## config.mk

```make
export PLATFORM = sky130hd
export DESIGN_NAME = gray_codec_pipe
export DESIGN_NICKNAME = d
export VERILOG_FILES = /design/src/rtl/gray_pkg.sv /design/src/rtl/gray_prefix_xor.sv /design/src/rtl/gray_codec_pipe.sv
export SDC_FILE = /design/constraint.sdc
export NUM_CORES = 1
export LEC_CHECK = 0
export ABC_CLOCK_PERIOD_IN_PS = 1700
export CAP_MARGIN = 10
export CORE_MARGIN = 5
export CORE_UTILIZATION = 40
export CTS_CLUSTER_SIZE = 10
export DETAILED_ROUTE_END_ITERATION = 16
export PLACE_DENSITY = 0.66
export SYNTH_ARGS = -nofsm -noshare
export SYNTH_HDL_FRONTEND = slang
export SYNTH_SLANG_ARGS = --single-unit
```

## constraint.sdc

```tcl
create_clock -name clk -period 1.7 [get_ports clk]
set_input_delay 0.34 -clock clk [delete_from_list [all_inputs] [get_ports clk]]
set_output_delay 0.34 -clock clk [all_outputs]
set_load 0.02 [all_outputs]
```

## src/rtl/gray_pkg.sv

```systemverilog
// Shared definitions for the Gray codec pipeline.
// Holds the per-word mode encoding and generic Gray helpers. The helpers work
// on MAX_W-bit words; callers zero-extend their input and truncate the result
// to their own width.
package gray_pkg;

  localparam logic MODE_G2B = 1'b0;
  localparam logic MODE_B2G = 1'b1;
  localparam int   MAX_W    = 32;

  function automatic logic [MAX_W-1:0] bin2gray(input logic [MAX_W-1:0] b);
    return b ^ (b >> 1);
  endfunction

  // Running XOR taken from bit n-1 downwards: r[i] = ^v[n-1:i] for i < n.
  // Bits at or above n read as zero.
  function automatic logic [MAX_W-1:0] prefix_xor(input logic [MAX_W-1:0] v,
                                                   input int n);
    logic [MAX_W-1:0] r;
    logic             acc;
    r   = '0;
    acc = 1'b0;
    for (int i = MAX_W - 1; i >= 0; i--) begin
      if (i < n) begin
        acc  = acc ^ v[i];
        r[i] = acc;
      end
    end
    return r;
  endfunction

endpackage

```

## src/rtl/gray_prefix_xor.sv

```systemverilog
// Suffix-XOR network: o_vec[i] = XOR of i_vec[N-1:i].
// Ports:
//   i_vec  in  N  input vector
//   o_vec  out N  suffix-XOR result
module gray_prefix_xor #(
  parameter int N = 2
) (
  input  logic [N-1:0] i_vec,
  output logic [N-1:0] o_vec
);
  import gray_pkg::*;

  assign o_vec = N'(prefix_xor(MAX_W'(i_vec), N));

endmodule

```

## src/rtl/gray_codec_pipe.sv

```systemverilog
// Two-stage pipelined Gray<->binary converter with valid/ready on both sides
// and a completed-transfer counter.
// Ports:
//   clk, rst               clock, synchronous active-high reset
//   in_valid/in_ready      input handshake (in_ready combinational from out_ready)
//   in_mode, in_data       0 = Gray->binary, 1 = binary->Gray; word to convert
//   out_valid/out_ready    output handshake
//   out_mode, out_data     mode carried with the word; converted word
//   xfer_count             completed output transfers, wrapping
module gray_codec_pipe #(
  parameter int WIDTH = 4,
  parameter int CNT_W = 16
) (
  input  logic             clk,
  input  logic             rst,
  input  logic             in_valid,
  output logic             in_ready,
  input  logic             in_mode,
  input  logic [WIDTH-1:0] in_data,
  output logic             out_valid,
  input  logic             out_ready,
  output logic             out_mode,
  output logic [WIDTH-1:0] out_data,
  output logic [CNT_W-1:0] xfer_count
);
  import gray_pkg::*;

  localparam int H = WIDTH / 2;   // lower half width
  localparam int U = WIDTH - H;   // upper half width (wider for odd WIDTH)

  logic             r_s1_valid;
  logic             r_s1_mode;
  logic [WIDTH-1:0] r_s1_data;
  logic             r_s2_valid;
  logic             r_s2_mode;
  logic [WIDTH-1:0] r_s2_data;
  logic [CNT_W-1:0] r_cnt;

  logic             w_en1;
  logic             w_en2;
  logic [U-1:0]     w_upper_bin;
  logic [H-1:0]     w_lower_sx;
  logic             w_p;
  logic [WIDTH-1:0] w_s1_next;
  logic [WIDTH-1:0] w_s2_next;

  assign w_en2    = !r_s2_valid || out_ready;
  assign w_en1    = !r_s1_valid || w_en2;
  assign in_ready = w_en1;

  gray_prefix_xor #(.N(U)) u_upper (
    .i_vec (in_data[WIDTH-1:H]),
    .o_vec (w_upper_bin)
  );

  gray_prefix_xor #(.N(H)) u_lower (
    .i_vec (r_s1_data[H-1:0]),
    .o_vec (w_lower_sx)
  );

  // In G2B, stage 1 holds {binary upper half, raw Gray lower half}; the
  // carry P = b[H] is therefore simply the lowest bit of the registered
  // upper half.
  assign w_p = r_s1_data[H];

  always_comb begin
    w_s1_next = WIDTH'(bin2gray(MAX_W'(in_data)));
    if (in_mode == MODE_G2B) begin
      w_s1_next = {w_upper_bin, in_data[H-1:0]};
    end
  end

  always_comb begin
    w_s2_next = r_s1_data;
    if (r_s1_mode == MODE_G2B) begin
      w_s2_next = {r_s1_data[WIDTH-1:H], {H{w_p}} ^ w_lower_sx};
    end
  end

  always_ff @(posedge clk) begin
    if (rst) begin
      r_s1_valid <= 1'b0;
      r_s1_mode  <= 1'b0;
      r_s1_data  <= '0;
      r_s2_valid <= 1'b0;
      r_s2_mode  <= 1'b0;
      r_s2_data  <= '0;
      r_cnt      <= '0;
    end else begin
      if (w_en2) begin
        r_s2_valid <= r_s1_valid;
        if (r_s1_valid) begin
          r_s2_mode <= r_s1_mode;
          r_s2_data <= w_s2_next;
        end
      end
      if (w_en1) begin
        r_s1_valid <= in_valid;
        if (in_valid) begin
          r_s1_mode <= in_mode;
          r_s1_data <= w_s1_next;
        end
      end
      if (r_s2_valid && out_ready) begin
        r_cnt <= r_cnt + CNT_W'(1);
      end
    end
  end

  assign out_valid  = r_s2_valid;
  assign out_mode   = r_s2_mode;
  assign out_data   = r_s2_data;
  assign xfer_count = r_cnt;

endmodule

```

# Word-level counts from Yosys, hierarchy flattened
# Index checks and enable logic that the tools add are counted.
[op_classes]
addsub = 1
mux = 2
bitwise_logic = 4
reduce_logical = 7
[ops]
columns = ["operator", "count"]
rows = [
  ["$add A16 B1 Y16 const B", 1],
  ["$mux W4", 1],
  ["$reduce_and A2 Y1", 2],
  ["$xor A4 B3 Y4", 1],
  ["$logic_not A1 Y1", 2],
  ["$logic_or A1 B1 Y1", 2],
  ["$mux W2", 1],
  ["$xor A1 B1 Y1", 2],
  ["$xor A2 B2 Y2", 1],
  ["$logic_and A1 B1 Y1", 1],
]
[word_totals]
regBits = 28
inputBits = 9
out_inout_bits = 23
elab_cells = 21

# Logic depth before layout (Yosys ltp)
[logic_depth]
word_depth = 4
ltp_mapped = 5
mapped_depth_nobuf = 5

# Hierarchy
# A second synthesis with hierarchy kept.
[unflattened]
hier_cells = 146
hier_area_um2 = 1308.8
[by_module_without_submodules]
columns = ["module", "n_inst", "cells_each", "area_each_um2", "seq_area_each_um2"]
rows = [
  ["gray_codec_pipe", 1, 142, 1276.2, 560.5],
  ["gray_prefix_xor", 2, 2, 16.3, 0.0],
]

# Least setup slack after synthesis
# OpenSTA, ideal clock, no wires.
[synth_path]
kind = "reg-to-reg"
start = "reg r_cnt[3], in the netlist xfer_count[3]"
end = "reg r_cnt[15], in the netlist xfer_count[15]"
setup_ns = 0.070
arrival_ns = 1.572
required_ns = 1.630
path_slack_ns = 0.058
stages_incl_launch_ff = 5
path_buffers = 0
period_less_slack_ns = 1.642
path_cell_list = "dfxtp_1 and4_1 nand4_2 or4_1 a21oi_1"
[synth_via]
elab_chain_cells = 1
[synth_rtl]
columns = ["element", "line_no", "source"]
rows = [
  ["start, declared", "gray_codec_pipe.sv:37", "logic [CNT_W-1:0] r_cnt;"],
  ["start signal, assigned", "gray_codec_pipe.sv:105", "r_cnt <= r_cnt + CNT_W'(1);"],
  ["$add A16 B1 Y16", "gray_codec_pipe.sv:105", ""],
]
# Every way passes these cells.
# A chain may end at the register's enable or synchronous reset.

# Worst setup path in the final report
[layout_path]
start = "in out_ready"
end = "reg r_cnt[15], in the netlist xfer_count[15]"
[layout_via]
elab_chain_cells = 1
[layout_rtl]
columns = ["element", "line_no", "source"]
rows = [
  ["start, declared", "gray_codec_pipe.sv:21", "input logic out_ready,"],
  ["$logic_and A1 B1 Y1", "gray_codec_pipe.sv:104", "if (r_s2_valid && out_ready) begin"],
]
# Every way passes these cells.

==> out/results.ini <==
[power_and_ir_drop]
netSwitchingFraction_pct=23.2
p_clk_share_pct=28.1
switching_power_uw=263
p_per_area_nw_per_um2=678
internal_power_uw=871
p_leak_uw=0.000743
ir_drop_v=0.000551
pwr-share-comb_pct=11.0
seq_power_share_pct=60.9

[critical_path]
critical_path_class=input pin to flop
r2r_end=xfer_count[15]
critPathMaxFanout=4
critPathLaunchType=input pin
reg2reg_slack_ns=0.12
timing.rr.start=xfer_count[6]
worstPathArrival_ns=1.92
end_kind=flop
required_ns=1.97
worstRegToRegCells=4

[synthesis]
ys_seq_area_share_pct=46.0
synth_cell_types=31
ys_warn_count=0
syn_inst=134
synthFlopType=dfxtp_1
synth_top_area_share_pct=46.0
yosysTopAreaCell=dfxtp_1
synth.avg_cell_area_um2=9.09
syn-num-nets=144
synth-edff-count=0
synth-async-reset-ratio_pct=0
synth_area_um2=1220
ys_ff_latch=28
synthTopCellsByArea=dfxtp_1, nor2_1, xnor2_1

[sta]
tns_ns=0
slew_viol_final=0
worst_pin_slew_ns=0.331
slew_headroom_pct=77.8
period_minus_slack_ns=1.65
fmax_mhz=608
fin_hold_ws_ns=0.484
rsz0062_at_grt=no
setup_viol=0
period_share_pct=96.8
hold_viol=0
clock_skew_ns=0.00704

[die]
die_h_um=65.2
core-area_um2=2980
die_w_um=65.2
pin_count=32
start_util_pct=40.9
die-area_um2=4250
num_rows=20

[clock_tree]
cts-root-buf=clkbuf_4
postCtsSetupRepairBufs=0
cts_tree=built
clkLatencyLatePin_ns=0.33
htree_num_levels=1
cts.sinks=28
cts_buffer_depth=2
cts_hold_buf=0
numCtsBuffers=3
cts.clk_slew.worst_paths_ns=0.14

[grt]
grt_first_pass_wirelength_um=4310
overflow=0
antenna_found_initial=0
grt_max_degree=29
grt_pass1_vias=984
grt_usage_pct=12.7

[drt]
routed-via-count=1053
drc=0
dr.first_iter.drc_count=26
drt-pass1-iter-count=4
routed_wl_um=2570
via_per_inst=5.04
ant_nets=0
avgRoutedWirePerCell_um=12.3

[layout]
final_cell_area_um2=1670
finalNetCount=187
n_antenna_cell=0
syn2layout_area_growth_pct=37.3
drive_gt1_share_pct=14.2

[hold_path]
min_path_cells=2
min_to=out_valid
worstHoldPathType=flop to flop
hold_path_startpoint=r_s1_valid

[status]
status=finished clean

[job]
drv_cap=0

[placement]
dp_hpwl_um=1960
dpl-instance-area_um2=1640
gp_congestion=0.739
io_buffers=31

==> worst max-delay path by stage <==
stage | from | to | slack (ns) | cells past startpoint
floorplan | xfer_count[3] | xfer_count[15] | 0.06 | 4
global placement | out_ready | xfer_count[15] | -0.25 | 6
detailed placement | out_ready | xfer_count[15] | -0.29 | 6
CTS | xfer_count[1] | xfer_count[1] | 0.004 | 1
global route | out_ready | xfer_count[15] | 0.001 | 6
finish | out_ready | xfer_count[15] | 0.05 | 6
==> Yosys cell counts, types with 2 or more instances <==
master	instances
nor4_1	2
a211oi_1	5
nor2_1	23
a21oi_1	6
xnor2_1	9
nand3_1	4
clkbuf_1	2
nand4_1	5
nor3_1	3
nand2_1	10
buf_1	2
and4_1	2
xor2_1	9
mux2i_1	5
o21ai_0	2
dfxtp_1	28
inv_1	2
and2_1	2
==> sequential cells by signal, indices dropped and copies added (netlist names) <==
| register | flops |
|---|---|
| out_data | 4 |
| out_valid | 1 |
| out_mode | 1 |
| r_s1_mode | 1 |
| xfer_count | 16 |
| r_s1_valid | 1 |
| r_s1_data | 4 |
==> power groups by stage <==
stage / registers (µW) / clock network (µW) / logic (µW)
after CTS: 691 / 334 / 127
after detailed placement: 706 / 0 / 129
after global routing: 694 / 360 / 138
final: 690 / 319 / 125
after floorplan: 714 / 0 / 62.2
after global placement: 704 / 0 / 126
==> critical path, stage by stage <==
cell and delay, ns:
clkdlybuf4s50_1 0.49, buf_4 0.13, nand3_4 0.07, or2_4 0.27, or4_1 0.47, a21oi_1 0.16
==> placed cells by master (no fill, tap or decap), types with 2 or more instances in the layout <==
cell type	count
nand4_1	5
nand3_1	4
nor4_1	2
inv_1	2
and2_1	2
nor2_1	23
xor2_1	9
xnor2_1	9
and4_1	2
buf_4	12
clkbuf_4	3
dfxtp_1	24
nor3_1	3
mux2i_1	5
a21oi_1	6
a211oi_1	5
dfxtp_2	4
dlymetal6s2s_1	4
clkdlybuf4s50_1	12
dlygate4sd2_1	15
o21ai_0	2
nand2_1	10
==> repair_timing <==
action                                 in CTS  in global routing
pin swaps                                   0                  0
resized for setup                          15                  8
setup endpoints to repair                  15                  5
endpoints found under the hold margin       0                  0
==> through the flow <==
| stage | power [µW] | worst slack (ns) | utilization (%) | instances |
|---|---|---|---|---|
| floorplan | 776 | 0.0578 | - | 134 |
| global placement | 830 | -0.254 | 55.0 | 205 |
| detailed placement | 834 | -0.289 | 55.0 | 205 |
| CTS | 1150 | 0.00387 | 55.6 | 209 |
| global route | 1190 | 0.00136 | 56.1 | 209 |
| finish | 1130 | 0.0544 | 56.1 | 209 |
==> layout make-up <==
| cell class | count | area (µm²) |
|---|---|---|
| clock buffer | 4 | 36.3 |
| fill | 287 | 1310 |
| inverter | 2 | 7.51 |
| multi-input combinational | 99 | 629 |
| sequential | 28 | 566 |
| tap | 33 | 41.3 |
| timing repair buffer | 43 | 392 |
==> cell families (layout without fill, tap and decap cells) <==
group	count (synthesis)	in the layout	synth area share [%]
DFF	28	28	46.0
and+or+nand+nor	61	61	26.6
buffers and inverters	7	49	2.26
xor gates and xnor gates	18	18	13.0
adders and majority gates	1	1	1.03
AOI/OAI and AO/OA	14	14	6.99
muxes	5	5	4.11
==> metal layers <==
metal	share of wire, %	routed length [µm]	up-vias	track usage [%]
li1	-	-	550	-
met1	48	1230	477	16.2
met2	47	1210	24	20.9
met3	4.1	106	2	3.25
met4	0.90	23	0	3.89
met5	0	0	-	0
Note: power is estimated with default switching activity, not from simulation.
